<file path="src/rtl/serial_src_pkg.sv">
`default_nettype none
// ============================================================================
//  Module      : serial_src_pkg
//  Description : Shared types and helpers for the serial bit source.
//                state_t - shifter state (IDLE, SHIFT)
//                cnt_w   - bit-counter width for a given word width
//  Revision    : 1.0  initial release
// ============================================================================
package serial_src_pkg;

    typedef enum logic [0:0] {
        IDLE  = 1'b0,
        SHIFT = 1'b1
    } state_t;

    // Counter only ever needs to reach WIDTH-1; guard keeps the width at
    // least one bit so the declaration stays legal for tiny words.
    function automatic int cnt_w(input int width);
        return (width < 2) ? 1 : $clog2(width);
    endfunction

endpackage : serial_src_pkg
`default_nettype wire

</file>
<file path="src/rtl/serial_bit_source.sv">
`default_nettype none
// ============================================================================
//  Module      : serial_bit_source
//  Description : Parallel-in / serial-out stage feeding a serial sequence
//                detector. Accepts WIDTH-bit words over valid/ready and
//                emits them one bit per clock on x, back to back with no gap.
//  Ports       : clk        - system clock, rising edge
//                rst        - synchronous active-high reset
//                in_data    - parallel word, sampled on the accepting edge
//                in_valid   - upstream offers in_data
//                in_ready   - word can be accepted this cycle
//                x          - serial bit out
//                x_valid    - x carries a data bit this cycle
//                frame_done - x carries the last bit of a word
//                busy       - shifter is in SHIFT
//  Revision    : 1.0  initial release
// ============================================================================
module serial_bit_source
    import serial_src_pkg::*;
#(
    parameter int WIDTH     = 8,
    parameter bit MSB_FIRST = 1'b1,
    parameter bit IDLE_BIT  = 1'b0
) (
    input  logic             clk,
    input  logic             rst,
    input  logic [WIDTH-1:0] in_data,
    input  logic             in_valid,
    output logic             in_ready,
    output logic             x,
    output logic             x_valid,
    output logic             frame_done,
    output logic             busy
);

    localparam int            c_cnt_w    = cnt_w(WIDTH);
    localparam logic [c_cnt_w-1:0] c_last_cnt = c_cnt_w'(WIDTH - 1);
    localparam logic [c_cnt_w-1:0] c_one      = c_cnt_w'(1);

    state_t             r_state;
    state_t             w_state_nxt;
    logic [WIDTH-1:0]   r_shift;
    logic [WIDTH-1:0]   w_shift_nxt;
    logic [WIDTH-1:0]   w_shifted;
    logic [c_cnt_w-1:0] r_cnt;
    logic [c_cnt_w-1:0] w_cnt_nxt;
    logic               w_out_bit;
    logic               w_last;
    logic               w_accept;

    // The output bit always sits at one end of the register; the register
    // moves the next bit into that position each cycle.
    if (MSB_FIRST) begin : g_msb_first
        assign w_out_bit = r_shift[WIDTH-1];
        assign w_shifted = {r_shift[WIDTH-2:0], 1'b0};
    end else begin : g_lsb_first
        assign w_out_bit = r_shift[0];
        assign w_shifted = {1'b0, r_shift[WIDTH-1:1]};
    end

    always_ff @(posedge clk) begin
        if (rst) begin
            r_state <= IDLE;
            r_shift <= '0;
            r_cnt   <= '0;
        end else begin
            r_state <= w_state_nxt;
            r_shift <= w_shift_nxt;
            r_cnt   <= w_cnt_nxt;
        end
    end

    always_comb begin
        w_state_nxt = r_state;
        w_shift_nxt = r_shift;
        w_cnt_nxt   = r_cnt;

        w_last   = (r_state == SHIFT) && (r_cnt == c_last_cnt);
        // Ready depends only on registered state and rst so that it can
        // never form a loop with an upstream valid that looks at ready.
        in_ready = !rst && ((r_state == IDLE) || w_last);
        w_accept = in_valid && in_ready;

        case (r_state)
            IDLE: begin
                if (w_accept) begin
                    w_state_nxt = SHIFT;
                    w_shift_nxt = in_data;
                    w_cnt_nxt   = '0;
                end
            end
            SHIFT: begin
                if (w_last) begin
                    w_cnt_nxt = '0;
                    if (w_accept) begin
                        // Reload on the last bit keeps x_valid continuous.
                        w_shift_nxt = in_data;
                    end else begin
                        w_state_nxt = IDLE;
                    end
                end else begin
                    w_shift_nxt = w_shifted;
                    w_cnt_nxt   = r_cnt + c_one;
                end
            end
            default: begin
                w_state_nxt = IDLE;
            end
        endcase

        x          = (r_state == SHIFT) ? w_out_bit : IDLE_BIT;
        x_valid    = (r_state == SHIFT);
        busy       = (r_state == SHIFT);
        frame_done = w_last;
    end

endmodule : serial_bit_source
`default_nettype wire

</file>
<file path="config.mk">
export PLATFORM = sky130hd
export DESIGN_NAME = serial_bit_source
export DESIGN_NICKNAME = d
export VERILOG_FILES = /design/src/rtl/serial_src_pkg.sv /design/src/rtl/serial_bit_source.sv
export SDC_FILE = /design/constraint.sdc
export NUM_CORES = 1
export LEC_CHECK = 0
export CAP_MARGIN = 5
export CORE_MARGIN = 8
export CORE_UTILIZATION = 35
export CTS_CLUSTER_DIAMETER = 30
export CTS_CLUSTER_SIZE = 40
export DETAILED_ROUTE_END_ITERATION = 16
export PLACE_DENSITY = 0.64
export SYNTH_ARGS = -nofsm -noshare
export SYNTH_HDL_FRONTEND = slang
export SYNTH_SLANG_ARGS = --single-unit
</file>
<file path="constraint.sdc">
create_clock -name clk -period 2.25 [get_ports clk]
set_clock_uncertainty 0.2 [all_clocks]
set_input_delay 0.225 -clock clk [delete_from_list [all_inputs] [get_ports clk]]
set_output_delay 0.225 -clock clk [all_outputs]
set_load 0.03 [all_outputs]
</file>
==> results of run 1 <==
==> how the worst max path moves through the flow <==
stage | startpoint | end | slack [ps] | depth (start not counted)
final | r_cnt[0]$_SDFFE_PP0P_ | in_ready | 190 | 5
after global routing | r_cnt[0]$_SDFFE_PP0P_ | in_ready | 80 | 5
after CTS | busy$_SDFF_PP0_ | x | 40 | 2
after detailed placement | r_cnt[0]$_SDFFE_PP0P_ | in_ready | 200 | 5
after global placement | r_cnt[1]$_SDFFE_PP0P_ | in_ready | 240 | 5
after floorplan | busy$_SDFF_PP0_ | in_ready | 640 | 3
==> power groups by stage <==
stage,sequential [mW],combinational (mW),clock [mW]
2_1_floorplan,0.242,0.0517,0
3_3_place_gp,0.244,0.0830,0
3_5_place_dp,0.244,0.0832,0
4_1_cts,0.239,0.0831,0.184
5_1_grt,0.242,0.0893,0.199
6_report,0.239,0.0823,0.176
==> cells in the final DEF (no fill, tap or decap) <==
master            n
nor3_1            1
a211oi_1          7
clkbuf_8          1
nand2b_1          1
dfxtp_2           1
dlygate4sd2_1     2
dfxtp_1          11
buf_4             3
clkbuf_4          3
a21oi_1           3
or3b_1            4
nor2b_1           1
nand3b_1          2
and2_1            2
a21oi_2           1
clkdlybuf4s50_1  13
ha_1              2
nor2_1            1
nor3b_1           7
inv_1             1
mux2i_1           8
==> critical path, cell delays in order (launching register included) <==
cell and delay, ps:
dfxtp_1 330, ha_1 190, ha_1 260, nor2b_1 180, nor2_1 50, dlygate4sd2_1 350
==> timing repair <==
item / in CTS / in global routing
gates resized for setup: 2 / 1
setup endpoints to repair: 2 / 1
buffers inserted: 0 / 0
endpoints found under the hold margin: 0 / 0
hold buffers: 0 / 0
==> cell families (layout without fill, tap and decap cells) <==
family | after synthesis | count (layout)
simple gates | 19 | 19
flops | 12 | 12
compound gates | 11 | 11
mux | 8 | 8
buf+inv | 7 | 23
fa+ha+maj | 2 | 2
==> routing by layer <==
layer | track usage, % | vias up | part of all wire [%]
li1 | - | 247 | -
met1 | 10.8 | 203 | 55
met2 | 11.4 | 9 | 40
met3 | 4.71 | 0 | 4.3
met4 | 5.36 | 0 | 0
met5 | 0 | - | 0
==> sequential cells by signal, indices dropped and copies added (netlist names) <==
name and flops:
busy 1, r_cnt 3, r_shift 8
==> final cells by class <==
class,count,area [sq um],share of cell area [%]
clock buffer,4,36.3,4.59
inverter,1,3.75,0.475
multi-input combinational,40,318,40.2
sequential,12,241,30.5
tap,17,21.3,2.69
timing repair buffer,18,170,21.5
==> metrics.md, run 1 <==
| Metric | Value |
|---|---|
| Startpoint Class | flip-flop |
| Max_cap viols | 0 |
| Gpl congestion | between 0.6 and 0.7 |
| Worst EP required | 1820 ps |
| Worst-Margin Slew | around 350 ps |
| CTS tree | done |
| Hold_sp | r_shift[0]$_SDFF_PP0_ |
| DP Cell Count | 88 |
| Row count | 15 |
| Fin nets | 89 |
| P per Cell Area | 629 mW/mm^2 |
| RSZ-0062 raised after global routing | false |
| Vias in the first global route | 477 |
| Cell Area, Synth | 598 sq um |
| CP max FO | 7 |
| Root Buffer | clkbuf_4 |
| CTS clk-pin slew, worst paths | approximately 80 ps |
| CTS buffer count | 3 |
| Hold endpoint | r_shift[0]$_SDFF_PP0_ |
| Synthesized flop and latch total | 12 |
| Cell area after placement | 756 sq um |
| Cells after synthesis | 59 |
| Minimum clock period | 2060 ps |
| Fin util | 47.3% |
| Port Buffers | 15 |
| Largest net degree at the start of global routing | 20 |
| Final Hold Slack | roughly 350 ps |
| Tot Pwr | 0.497 mW |
| HPWL after DPL | 879 um |
| Post-DRT Antenna Nets | 0 |
| Worst EP arrival | roughly 1600 ps |
| Ports | 16 |
| CP endpoint kind | primary output |
| Post-Route WL | 1.25 mm |
| Pins over their slew limit | 0 |
| Count leader, synth | dfxtp_1 |
| Post-synth EDFFs | 0 |
| Achievable Freq | 0.485 GHz |
| Clk pwr share | 35.3% |
| DR vias | about 460 |
| Grt total ovfl | 0 |
| Hold Path Stages | 2 |
| Post-layout instance count excluding filler cells | 92 |
| Initial antenna violation count | 0 |
| Switching share of power | between 20% and 30% |
| Fin. Hold Viols | 0 |
| Post-DR wirelength/cell | 13.5 um |
| Final instance area | about 800 sq um |
| Synth top area share | 40.2% |
| Post-route clock period utilization | 91.7% |
| Final setup vio count | 0 |
| Main flop type after synthesis | dfxtp_1 |
| Worst min-delay path class | flip-flop to flip-flop |
| Clock Sinks | 12 |
| FILL cells | 155 |
| Clk buf depth | 2 |
| Outcome | completed |
| Syn. warnings | 0 |
| Avg Cell Area, Syn | 10.1 sq um |
| Later-pin clock latency in the skew report | 270 ps |
| First-pass GRT wire length | 2.17 mm |
| H-tree levels | 1 |
| Post-Syn Nets | 72 |
| Flop pwr share | 48.1% |
| NetSw | approximately 0.13 mW |
| Syn-to-layout area delta | 32.2% |
| Gr usage total | 8.76% |
| Final TNS setup | 0 ps |
| DRC viols | 0 |
| Pre-CTS worst setup slack | 205 ps |
| Vias/cell | 4.99 |
| Slew HR | between 70 and 80% |
| Pleak | 0.325 nW |
| Die Y-Extent | 57.3 um |
| PnR worst setup slack | 187 ps |
| Setup slack, reg-to-reg | 440 ps |
| Fraction of layout cells with a size suffix above 1 | 12.0% |
| Combinational power share | about 17% |
| Starting DRT DRC Count | 3 |
| VDD IR max | roughly 0.36 mV |
| R2r worst-path depth | 5 |
| Internal | ~0.37 mW |
| Compound-Gate Fraction of Synth Area | 12.8% |
| Die width | 57.3 um |
| Post-synthesis sequential area ratio | about 40% |
| Mux cell area share after synthesis | 13.4% |
| Synth top cells by count | dfxtp_1, mux2i_1, a211oi_1, nor3b_1, or3b_1 |
| Leading area contributor after synthesis | dfxtp_1 |
| # diodes | 0 |
| Placeable core area | 0.00167 sq mm |
| Adder-cell share of the synthesized area | 4.18% |
| Critical path type | flip-flop to primary output |
| Largest family of logic cells by synthesized area | simple AND/OR/NAND/NOR gates |
| Synth Area in XOR/XNOR | 0% |
| Synth async-reset ratio | 0% |
| Full die area | between 0.003 and 0.004 sq mm |
| Drt pass-1 iters | 4 |
| Worst reg2reg endpoint | r_shift[2]$_SDFF_PP0_ |
| Post-synthesis simple-gate area fraction | 22.8% |
| R2r startpoint | r_cnt[0]$_SDFFE_PP0P_ |
| Initial Util | 35.8% |
| Synth area leaders | dfxtp_1, mux2i_1, a211oi_1 |
| Synth cell types | 20 |
Note: power is estimated with default switching activity, not from simulation.
==> inputs of run 2 (changes only) <==
- CORE_UTILIZATION: 35 -> 26
- CTS_CLUSTER_SIZE: 40 -> default
- PLACE_DENSITY: 0.64 -> 0.51
==> metrics.md, run 2 (same netlist as run 1, synthesis figures left out) <==
| Metric | Value |
|---|---|
| Outcome | completed (unchanged) |
| Fin util | 37.0% (was 47.3%) |
| Clock Sinks | 12 (unchanged) |
| Post-route clock period utilization | 93.1% (was 91.7%) |
| CTS tree | done (unchanged) |
| Combinational power share | 17.3% (was 16.6%) |
| Worst reg2reg endpoint | r_shift[2]$_SDFF_PP0_ (unchanged) |
| Max_cap viols | 0 (unchanged) |
| Post-Route WL | 1.34 mm (was 1.25 mm) |
| HPWL after DPL | 961 um (was 879 um) |
| Fraction of layout cells with a size suffix above 1 | 11.8% (was 12.0%) |
| Pins over their slew limit | 0 (unchanged) |
| Pre-CTS worst setup slack | 263 ps (was 205 ps) |
| Flop pwr share | 48.3% (was 48.1%) |
| Final TNS setup | 0 ps (unchanged) |
| DR vias | 478 (was 459) |
| Final instance area | 811 sq um (was 791 sq um) |
| Post-layout instance count excluding filler cells | 104 (was 92) |
| Starting DRT DRC Count | 1 (was 3) |
| Slew HR | 75.4% (was 76.3%) |
| Commonest non-fill, non-tap cell in the layout | clkdlybuf4s50_1 (unchanged) |
| Root Buffer | clkbuf_4 (unchanged) |
| Worst EP required | 1820 ps (about the same) |
| RSZ-0062 raised after global routing | false (unchanged) |
| Vias in the first global route | 470 (was 477) |
| DRC viols | 0 (unchanged) |
| Placeable core area | 0.00219 sq mm (was 0.00167 sq mm) |
| Internal | 0.373 mW (was 0.372 mW) |
| Largest net degree at the start of global routing | 15 (was 20) |
| Gpl congestion | 0.705 (was 0.634) |
| Post-DRT Antenna Nets | 0 (unchanged) |
| # diodes | 0 (unchanged) |
| Row count | 17 (was 15) |
| Pleak | 0.329 nW (was 0.325 nW) |
| Worst min-delay path class | flip-flop to flip-flop (unchanged) |
| FILL cells | 240 (was 155) |
| PnR worst setup slack | 154 ps (was 187 ps) |
| Max reg flops | 8 (unchanged) |
| Commonest cells after routing, fill and taps aside | clkdlybuf4s50_1, dfxtp_1, mux2i_1 (unchanged) |
| Hold Path Stages | 2 (unchanged) |
| Syn-to-layout area delta | 35.6% (was 32.2%) |
| Initial Util | 27.3% (was 35.8%) |
| Ports | 16 (unchanged) |
| Setup slack, reg-to-reg | 420 ps (was 440 ps) |
| Die Y-Extent | 64.0 um (was 57.3 um) |
| Fin nets | 90 (was 89) |
| NetSw | 0.120 mW (was 0.125 mW) |
| CP max FO | 14 (was 7) |
| Worst-Margin Slew | 368 ps (was 354 ps) |
| R2r worst-path depth | 5 (unchanged) |
| Biggest register | r_shift (unchanged) |
| R2r startpoint | r_cnt[0]$_SDFFE_PP0P_ (unchanged) |
| Minimum clock period | 2100 ps (was 2060 ps) |
| Final setup vio count | 0 (unchanged) |
| Cell area after placement | 777 sq um (was 756 sq um) |
| Fin. Hold Viols | 0 (unchanged) |
| Later-pin clock latency in the skew report | 270 ps (about the same) |
| Drt pass-1 iters | 2 (was 4) |
| Worst EP arrival | 1670 ps (was 1640 ps) |
| Gr usage total | 6.52% (was 8.76%) |
| Die width | 64.0 um (was 57.3 um) |
| Full die area | 0.00409 sq mm (was 0.00329 sq mm) |
| Post-CTS Setup Inserts | 0 (unchanged) |
| Clk pwr share | 34.4% (was 35.3%) |
| VDD IR max | 0.373 mV (was 0.362 mV) |
| Final Hold Slack | 334 ps (was 346 ps) |
| Sequential Area | 240 sq um (was 241 sq um) |
| CP endpoint kind | primary output (unchanged) |
| Tot Pwr | 0.493 mW (was 0.497 mW) |
| CTS clk-pin slew, worst paths | 80 ps (about the same) |
| Multi-input logic area | 318 sq um (unchanged) |
| Critical path type | flip-flop to primary output (unchanged) |
| Startpoint Class | flip-flop (unchanged) |
| Vias/cell | 4.60 (was 4.99) |
| Port Buffers | 15 (unchanged) |
| H-tree levels | 1 (unchanged) |
| P per Cell Area | 608 mW/mm^2 (was 629 mW/mm^2) |
| Hold_sp | r_shift[0]$_SDFF_PP0_ (unchanged) |
| CTS buffer count | 3 (unchanged) |
| Switching share of power | 24.3% (was 25.2%) |
| Grt total ovfl | 0 (unchanged) |
| Clk buf depth | 2 (unchanged) |
| First-pass GRT wire length | 2.18 mm (was 2.17 mm) |
| Achievable Freq | 0.477 GHz (was 0.485 GHz) |
| Post-DR wirelength/cell | 12.9 um (was 13.5 um) |
| DP Cell Count | 100 (was 88) |
| Hold endpoint | r_shift[0]$_SDFF_PP0_ (unchanged) |
| Initial antenna violation count | 0 (unchanged) |
==> run 2: what timing repair did <==
item                                    in CTS  in global routing
endpoints found under the setup margin       2                  0
gates resized for setup                      2                  0
hold buffers                                 0                  0
==> run 2: worst max path at each step <==
stage                          start  endpoint  slack [ps]  cells after the start
2_1_floorplan        busy$_SDFF_PP0_  in_ready         640                      3
3_3_place_gp   r_cnt[0]$_SDFFE_PP0P_  in_ready         280                      5
3_5_place_dp   r_cnt[0]$_SDFFE_PP0P_  in_ready         260                      5
4_1_cts              busy$_SDFF_PP0_         x         110                      2
5_1_grt              busy$_SDFF_PP0_         x          50                      2
6_report             busy$_SDFF_PP0_         x         150                      2
==> run 2: layer usage <==
metal  vias up  GRT usage, %  wire length, um
met5         -             0                0
met4         0         0.836                0
met3         0          4.53              108
met2        15          8.78              534
met1       212          8.44              697
li1        251             -                -
==> run 2: power groups by stage <==
stage / clock network [mW] / registers, mW / logic (mW)
detailed placement: 0 / 0.244 / 0.0872
global placement: 0 / 0.243 / 0.0871
CTS: 0.178 / 0.239 / 0.0868
global route: 0.190 / 0.240 / 0.0934
floorplan: 0 / 0.242 / 0.0517
finish: 0.169 / 0.238 / 0.0853
==> run 2: final cells by class <==
type | instances | area share, %
Timing Repair Buffer | 19 | 21.9
Clock buffer | 4 | 4.48
Inverter | 1 | 0.463
Tap cell | 28 | 4.32
Multi-Input combinational cell | 40 | 39.2
Sequential cell | 12 | 29.6
==> run 2: worst max-delay path: stages, from the launching register on <==
cell and delay [ps]:
dfxtp_1 550, and2_1 180, clkdlybuf4s50_1 670
==> inputs of run 3 (changes only) <==
- CTS_CLUSTER_SIZE: default -> 30
==> results of run 3 <==
The final DEF is identical to that of run 2; final timing and power are the same.
